==> src/rtl/csat_pkg.sv <==
// Shared types and benchmark defaults for the CSAT sweep controller slice.
package csat_pkg;

    typedef enum logic [1:0] {
        IDLE  = 2'd0,
        SWEEP = 2'd1,
        DRAIN = 2'd2,
        DONE  = 2'd3
    } sweep_state_t;

    // Defaults for the 7x4 multiplier factorization miter.
    localparam int unsigned MUL_N_IN     = 32'd11;
    localparam int unsigned MUL_PIPE_LAT = 32'd0;

endpackage

==> src/rtl/sweep_align_pipe.sv <==
// Delays {valid, cand} by PIPE_LAT cycles so each candidate lines up with the
// benchmark's sat output; a plain wire when PIPE_LAT is zero.
module sweep_align_pipe #(
    parameter int unsigned N_IN     = 32'd11,
    parameter int unsigned PIPE_LAT = 32'd0
) (
    input  logic            clk,
    input  logic            reset,
    input  logic            flush,
    input  logic            in_valid,
    input  logic [N_IN-1:0] in_cand,
    output logic            out_valid,
    output logic [N_IN-1:0] out_cand
);

    generate
        if (PIPE_LAT == 0) begin : g_pass
            logic unused_s;
            assign unused_s  = ^{clk, reset, flush};
            assign out_valid = in_valid;
            assign out_cand  = in_cand;
        end else begin : g_pipe
            logic [PIPE_LAT-1:0] valid_r;
            logic [N_IN-1:0]     cand_r [PIPE_LAT];

            // Shift register; flush kills in-flight entries after a hit or restart.
            always_ff @(posedge clk) begin
                if (reset || flush) begin
                    valid_r <= '0;
                    for (int i = 0; i < PIPE_LAT; i++) begin
                        cand_r[i] <= '0;
                    end
                end else begin
                    valid_r[0] <= in_valid;
                    cand_r[0]  <= in_cand;
                    for (int i = 1; i < PIPE_LAT; i++) begin
                        valid_r[i] <= valid_r[i-1];
                        cand_r[i]  <= cand_r[i-1];
                    end
                end
            end

            assign out_valid = valid_r[PIPE_LAT-1];
            assign out_cand  = cand_r[PIPE_LAT-1];
        end
    endgenerate

endmodule

==> src/rtl/sat_sweep_controller.sv <==
// Exhaustive input sweep of a CSAT benchmark: issues candidates in ascending
// order, checks latency-aligned sat results and reports the first hit or UNSAT.
module sat_sweep_controller
    import csat_pkg::*;
#(
    parameter int unsigned N_IN     = MUL_N_IN,
    parameter int unsigned PIPE_LAT = MUL_PIPE_LAT
) (
    input  logic            clk,
    input  logic            reset,
    input  logic            start,
    input  logic            abort,
    output logic [N_IN-1:0] cand,
    input  logic            sat_in,
    output logic            busy,
    output logic            done,
    output logic            found,
    output logic [N_IN-1:0] solution,
    output logic [N_IN:0]   evals
);

    localparam logic [N_IN-1:0] CAND_MAX  = {N_IN{1'b1}};
    localparam logic [N_IN-1:0] CAND_ONE  = {{(N_IN-1){1'b0}}, 1'b1};
    localparam logic [N_IN:0]   EVALS_MAX = {1'b1, {N_IN{1'b0}}};
    localparam logic [N_IN:0]   EVALS_ONE = {{N_IN{1'b0}}, 1'b1};

    sweep_state_t    state_r, state_next_s;
    logic [N_IN-1:0] cand_r, solution_r;
    logic [N_IN:0]   evals_r;
    logic            busy_r, done_r, found_r;
    logic            al_valid_s, check_s, hit_s, start_ok_s, abort_clr_s, flush_s;
    logic [N_IN-1:0] al_cand_s;

    assign flush_s = start_ok_s | abort_clr_s | hit_s;

    sweep_align_pipe #(
        .N_IN     (N_IN),
        .PIPE_LAT (PIPE_LAT)
    ) u_align (
        .clk       (clk),
        .reset     (reset),
        .flush     (flush_s),
        .in_valid  (state_r == SWEEP),
        .in_cand   (cand_r),
        .out_valid (al_valid_s),
        .out_cand  (al_cand_s)
    );

    // Next-state decode; abort beats start, a hit beats the last-candidate exit.
    always_comb begin
        state_next_s = state_r;
        start_ok_s   = 1'b0;
        abort_clr_s  = 1'b0;
        hit_s        = 1'b0;
        check_s      = ((state_r == SWEEP) || (state_r == DRAIN)) && al_valid_s;
        case (state_r)
            IDLE: begin
                if (start && !abort) begin
                    state_next_s = SWEEP;
                    start_ok_s   = 1'b1;
                end else begin
                    state_next_s = IDLE;
                end
            end
            SWEEP, DRAIN: begin
                if (abort) begin
                    state_next_s = IDLE;
                    abort_clr_s  = 1'b1;
                end else if (check_s && sat_in) begin
                    state_next_s = DONE;
                    hit_s        = 1'b1;
                end else if (check_s && (al_cand_s == CAND_MAX)) begin
                    state_next_s = DONE;
                end else if ((state_r == SWEEP) && (cand_r == CAND_MAX)) begin
                    state_next_s = DRAIN;
                end else begin
                    state_next_s = state_r;
                end
            end
            DONE: begin
                if (abort) begin
                    state_next_s = IDLE;
                end else if (start) begin
                    state_next_s = SWEEP;
                    start_ok_s   = 1'b1;
                end else begin
                    state_next_s = DONE;
                end
            end
            default: begin
                state_next_s = IDLE;
            end
        endcase
    end

    // State, candidate counter and result registers.
    always_ff @(posedge clk) begin
        if (reset) begin
            state_r    <= IDLE;
            cand_r     <= '0;
            busy_r     <= 1'b0;
            done_r     <= 1'b0;
            found_r    <= 1'b0;
            solution_r <= '0;
            evals_r    <= '0;
        end else begin
            state_r <= state_next_s;
            busy_r  <= (state_next_s == SWEEP) || (state_next_s == DRAIN);
            done_r  <= (state_next_s == DONE);

            if (start_ok_s || abort_clr_s) begin
                cand_r <= '0;
            end else if ((state_r == SWEEP) && (state_next_s == SWEEP)) begin
                cand_r <= cand_r + CAND_ONE;
            end else begin
                cand_r <= cand_r;
            end

            if (start_ok_s || abort_clr_s) begin
                evals_r <= '0;
            end else if (check_s && (evals_r != EVALS_MAX)) begin
                evals_r <= evals_r + EVALS_ONE;
            end else begin
                evals_r <= evals_r;
            end

            if (start_ok_s || abort_clr_s) begin
                found_r    <= 1'b0;
                solution_r <= '0;
            end else if (hit_s) begin
                found_r    <= 1'b1;
                solution_r <= al_cand_s;
            end else begin
                found_r    <= found_r;
                solution_r <= solution_r;
            end
        end
    end

    assign cand     = cand_r;
    assign busy     = busy_r;
    assign done     = done_r;
    assign found    = found_r;
    assign solution = solution_r;
    assign evals    = evals_r;

endmodule
==> config.mk <==
export PLATFORM = sky130hd
export DESIGN_NAME = sat_sweep_controller
export DESIGN_NICKNAME = d
export VERILOG_FILES = /design/src/rtl/csat_pkg.sv /design/src/rtl/sweep_align_pipe.sv /design/src/rtl/sat_sweep_controller.sv
export SDC_FILE = /design/constraint.sdc
export NUM_CORES = 1
export LEC_CHECK = 0
export CAP_MARGIN = 10
export CORE_ASPECT_RATIO = 2
export CORE_MARGIN = 5
export CORE_UTILIZATION = 48
export DETAILED_ROUTE_END_ITERATION = 8
export DONT_BUFFER_PORTS = 1
export GPL_TIMING_DRIVEN = 1
export PLACE_DENSITY = 0.65
export SLEW_MARGIN = 20
export SYNTH_ARGS = -nofsm -noshare
export SYNTH_HDL_FRONTEND = slang
export SYNTH_SLANG_ARGS = --single-unit
export TNS_END_PERCENT = 10
==> constraint.sdc <==
create_clock -name clk -period 2.21 [get_ports clk]
set_input_delay 0.663 -clock clk [delete_from_list [all_inputs] [get_ports clk]]
set_output_delay 0.663 -clock clk [all_outputs]
set_load 0.005 [all_outputs]
==> run summary <==
# IOs = 42
Clock Latency Late Sink = 0.29 ns
Startpoint types = flop
Clk root buf = clkbuf_8
Reg power frac = 0.510
P_sw = 309.0 µW
Ys async rst share = 0
Fin crit period = 2.272 ns
Failing checks = negative setup slack
Register area = 787.0 µm²
Total power divided by cell area = 595.1 nW/µm²
Outcome = complete, but fails checks
MaxCap Viol Count = 0
Cells after synthesis = 217
Rows = 32
Final worst-path cycle share = 1.028
First-pass detailed-route iteration total = 4
CP max FO = 5
Core footprint = 3804 µm²
Worst-Margin Slew = 0.5037 ns
Via count = 1661
DRC viols = 0
Clock sinks = 39
Final Setup Violations = 2
Vias in the first global route = 1651
Clock Skew = 0.006531 ns
Die H = 97.60 µm
First-pass GRT wire length = 7603 µm
Worst slack, placed = -0.08727 ns
CTS tree = built
Final WS setup = -0.06230 ns
Area occupied by multi-input gates = 1091 µm²
Antenna-violating nets left = 0
Post-Syn Area = 1842 µm²
Global placement routability congestion = 0.8856
Crit path arrival time = 2.50 ns
Power share of the clock group = 0.424
PortBufs = 0
Synth Flop Type = dfxtp_1
Syn nets = 231
Crit end category = flop
CTS Hold Bufs = 0
Combinational power share = 0.065
Synth unique cells = 37
CTS buffer count = 5
Leak = 0.0008159 µW
Initial DRC count = 20
Vias per inst = 5.537
Internal power component = 1079 µW
CTS max path bufs = 2
Synthesized flop and latch total = 39
Hold slack = 0.4310 ns
Final Hold Fails = 0
GRT overflow = 0
Routed WL per cell = 16.09 µm
EDFF count, synth = 0
Most common cell after layout, fill and taps aside = dfxtp_1
Largest net degree at the start of global routing = 22
Slew HR = 0.6624
Synth-to-Final Area Change = 26.63%
DPL Wire Length = 3556 µm
Fill cells = 339
Die area = 5251 µm²
Peak supply drop = 430.1 µV
Max Clk Rate = 0.4401 GHz
Initial antenna violation count = 0
Nets = 262
Synth Area per Inst = 8.487 µm²
Clock transition at the registers of the reported paths = 0.08 ns
WS Path Type = flop to flop
Critical path data required time = 2.44 ns
H-Tree Depth = 2
Die width = 53.80 µm
HP Class = input port to flop
Switching share of power = 0.2226
Slew Viols, Final = 0
Starting Density = 0.4842
Share of layout cells above drive strength 1 = 0.2771
Gr usage total = 0.1941
Most frequent cells in the layout = dfxtp_1 (36), buf_4 (32), nand2_1 (30)
Ys Warns = 0
Routed Wire Length = 4827 µm
N_diodes = 0
Sequential-to-total area share from yosys stat = 0.4239
[metal layers]
| metal | wire length, µm | global-route usage |
|---|---|---|
| met1 | 1534 | 0.1644 |
| met4 | 174 | 0.08268 |
| met2 | 2808 | 0.3720 |
| met5 | 0 | 0 |
| met3 | 310 | 0.06144 |
[metrics by stage]
step	cell area (µm²)	power, µW	instances	utilization	TNS (ns)
3_5_place_dp	2091	804.0	289	0.5497	-0.1955
2_1_floorplan	1842	774.0	217	-	0
5_1_grt	2332	1453	300	0.6132	-0.7674
6_report	2332	1388	300	0.6132	-0.08723
4_1_cts	2213	1393	297	0.5819	-0.004500
3_3_place_gp	2091	803.2	289	0.5497	-0.1990
[Yosys cell counts (3+ instances only)]
| master | number | share of area |
|---|---|---|
| buf_2 | 6 | 0.016 |
| xnor2_1 | 10 | 0.048 |
| nor2_1 | 23 | 0.047 |
| inv_1 | 10 | 0.020 |
| nor3_1 | 8 | 0.022 |
| a21oi_1 | 19 | 0.052 |
| ha_1 | 9 | 0.061 |
| nand3_1 | 9 | 0.024 |
| nor4_1 | 3 | 0.010 |
| dfxtp_1 | 39 | 0.42 |
| o21ai_0 | 7 | 0.019 |
| xor2_1 | 5 | 0.024 |
| nand4_1 | 8 | 0.027 |
| nand2b_1 | 3 | 0.010 |
| nand2_1 | 30 | 0.061 |
[power by group through the flow]
stage / clock network [µW] / logic, µW / registers (µW)
4_1_cts: 605 / 80.9 / 708
3_3_place_gp: 0 / 79.0 / 724
3_5_place_dp: 0 / 79.7 / 724
2_1_floorplan: 0 / 48.0 / 726
5_1_grt: 645 / 98.9 / 709
6_report: 589 / 90.7 / 708
[worst max-delay path, stage by stage (launching register included)]
cell and delay [ns]:
dfxtp_2 0.33, buf_4 0.14, ha_4 0.17, nand2b_1 0.10, o21ai_1 0.08, o211ai_1 0.29, ha_2 0.28, nand4_1 0.25
or3_1 0.44, a21oi_1 0.14
[worst paths after layout]
kind,end,depth (start not counted),from,slack [ns]
worst min register to register,solution[4]$_SDFFE_PP0P_,2,solution[4]$_SDFFE_PP0P_,0.47
worst min-delay path,state_r[1]$_SDFF_PP0_,1,reset,0.43
worst max-delay path,cand[6]$_SDFFE_PP0P_,9,state_r[1]$_SDFF_PP0_,-0.06
worst max register to register,cand[6]$_SDFFE_PP0P_,9,state_r[1]$_SDFF_PP0_,-0.06
[timing repair]
action	CTS	global route
resized for setup	2	27
setup endpoints to repair	5	11
pin swaps	1	6
setup buffers	0	3
[sequential cells by signal, indices dropped and copies added, names as in the netlist]
| signal | cells |
|---|---|
| cand | 11 |
| solution | 11 |
| busy | 1 |
| evals | 12 |
| state_r | 2 |
| found | 1 |
| done | 1 |
[area by class of cell]
type,instances,share of cell area
multi-input combinational,160,0.4678
sequential,39,0.3374
timing repair buffer,32,0.1030
clock buffer,5,0.02951
tap,51,0.02736
clock inverter,3,0.01878
inverter,10,0.01609
[logic make-up after synthesis]
group / after synthesis / synth area share
xor+xnor: 15 / 0.07133
buf+inv: 18 / 0.04280
flops: 39 / 0.4239
mux: 1 / 0.005435
fa+ha+maj: 9 / 0.06114
compound gates: 35 / 0.1101
simple gates: 100 / 0.2853
Note: power is estimated with default switching activity, not from simulation.
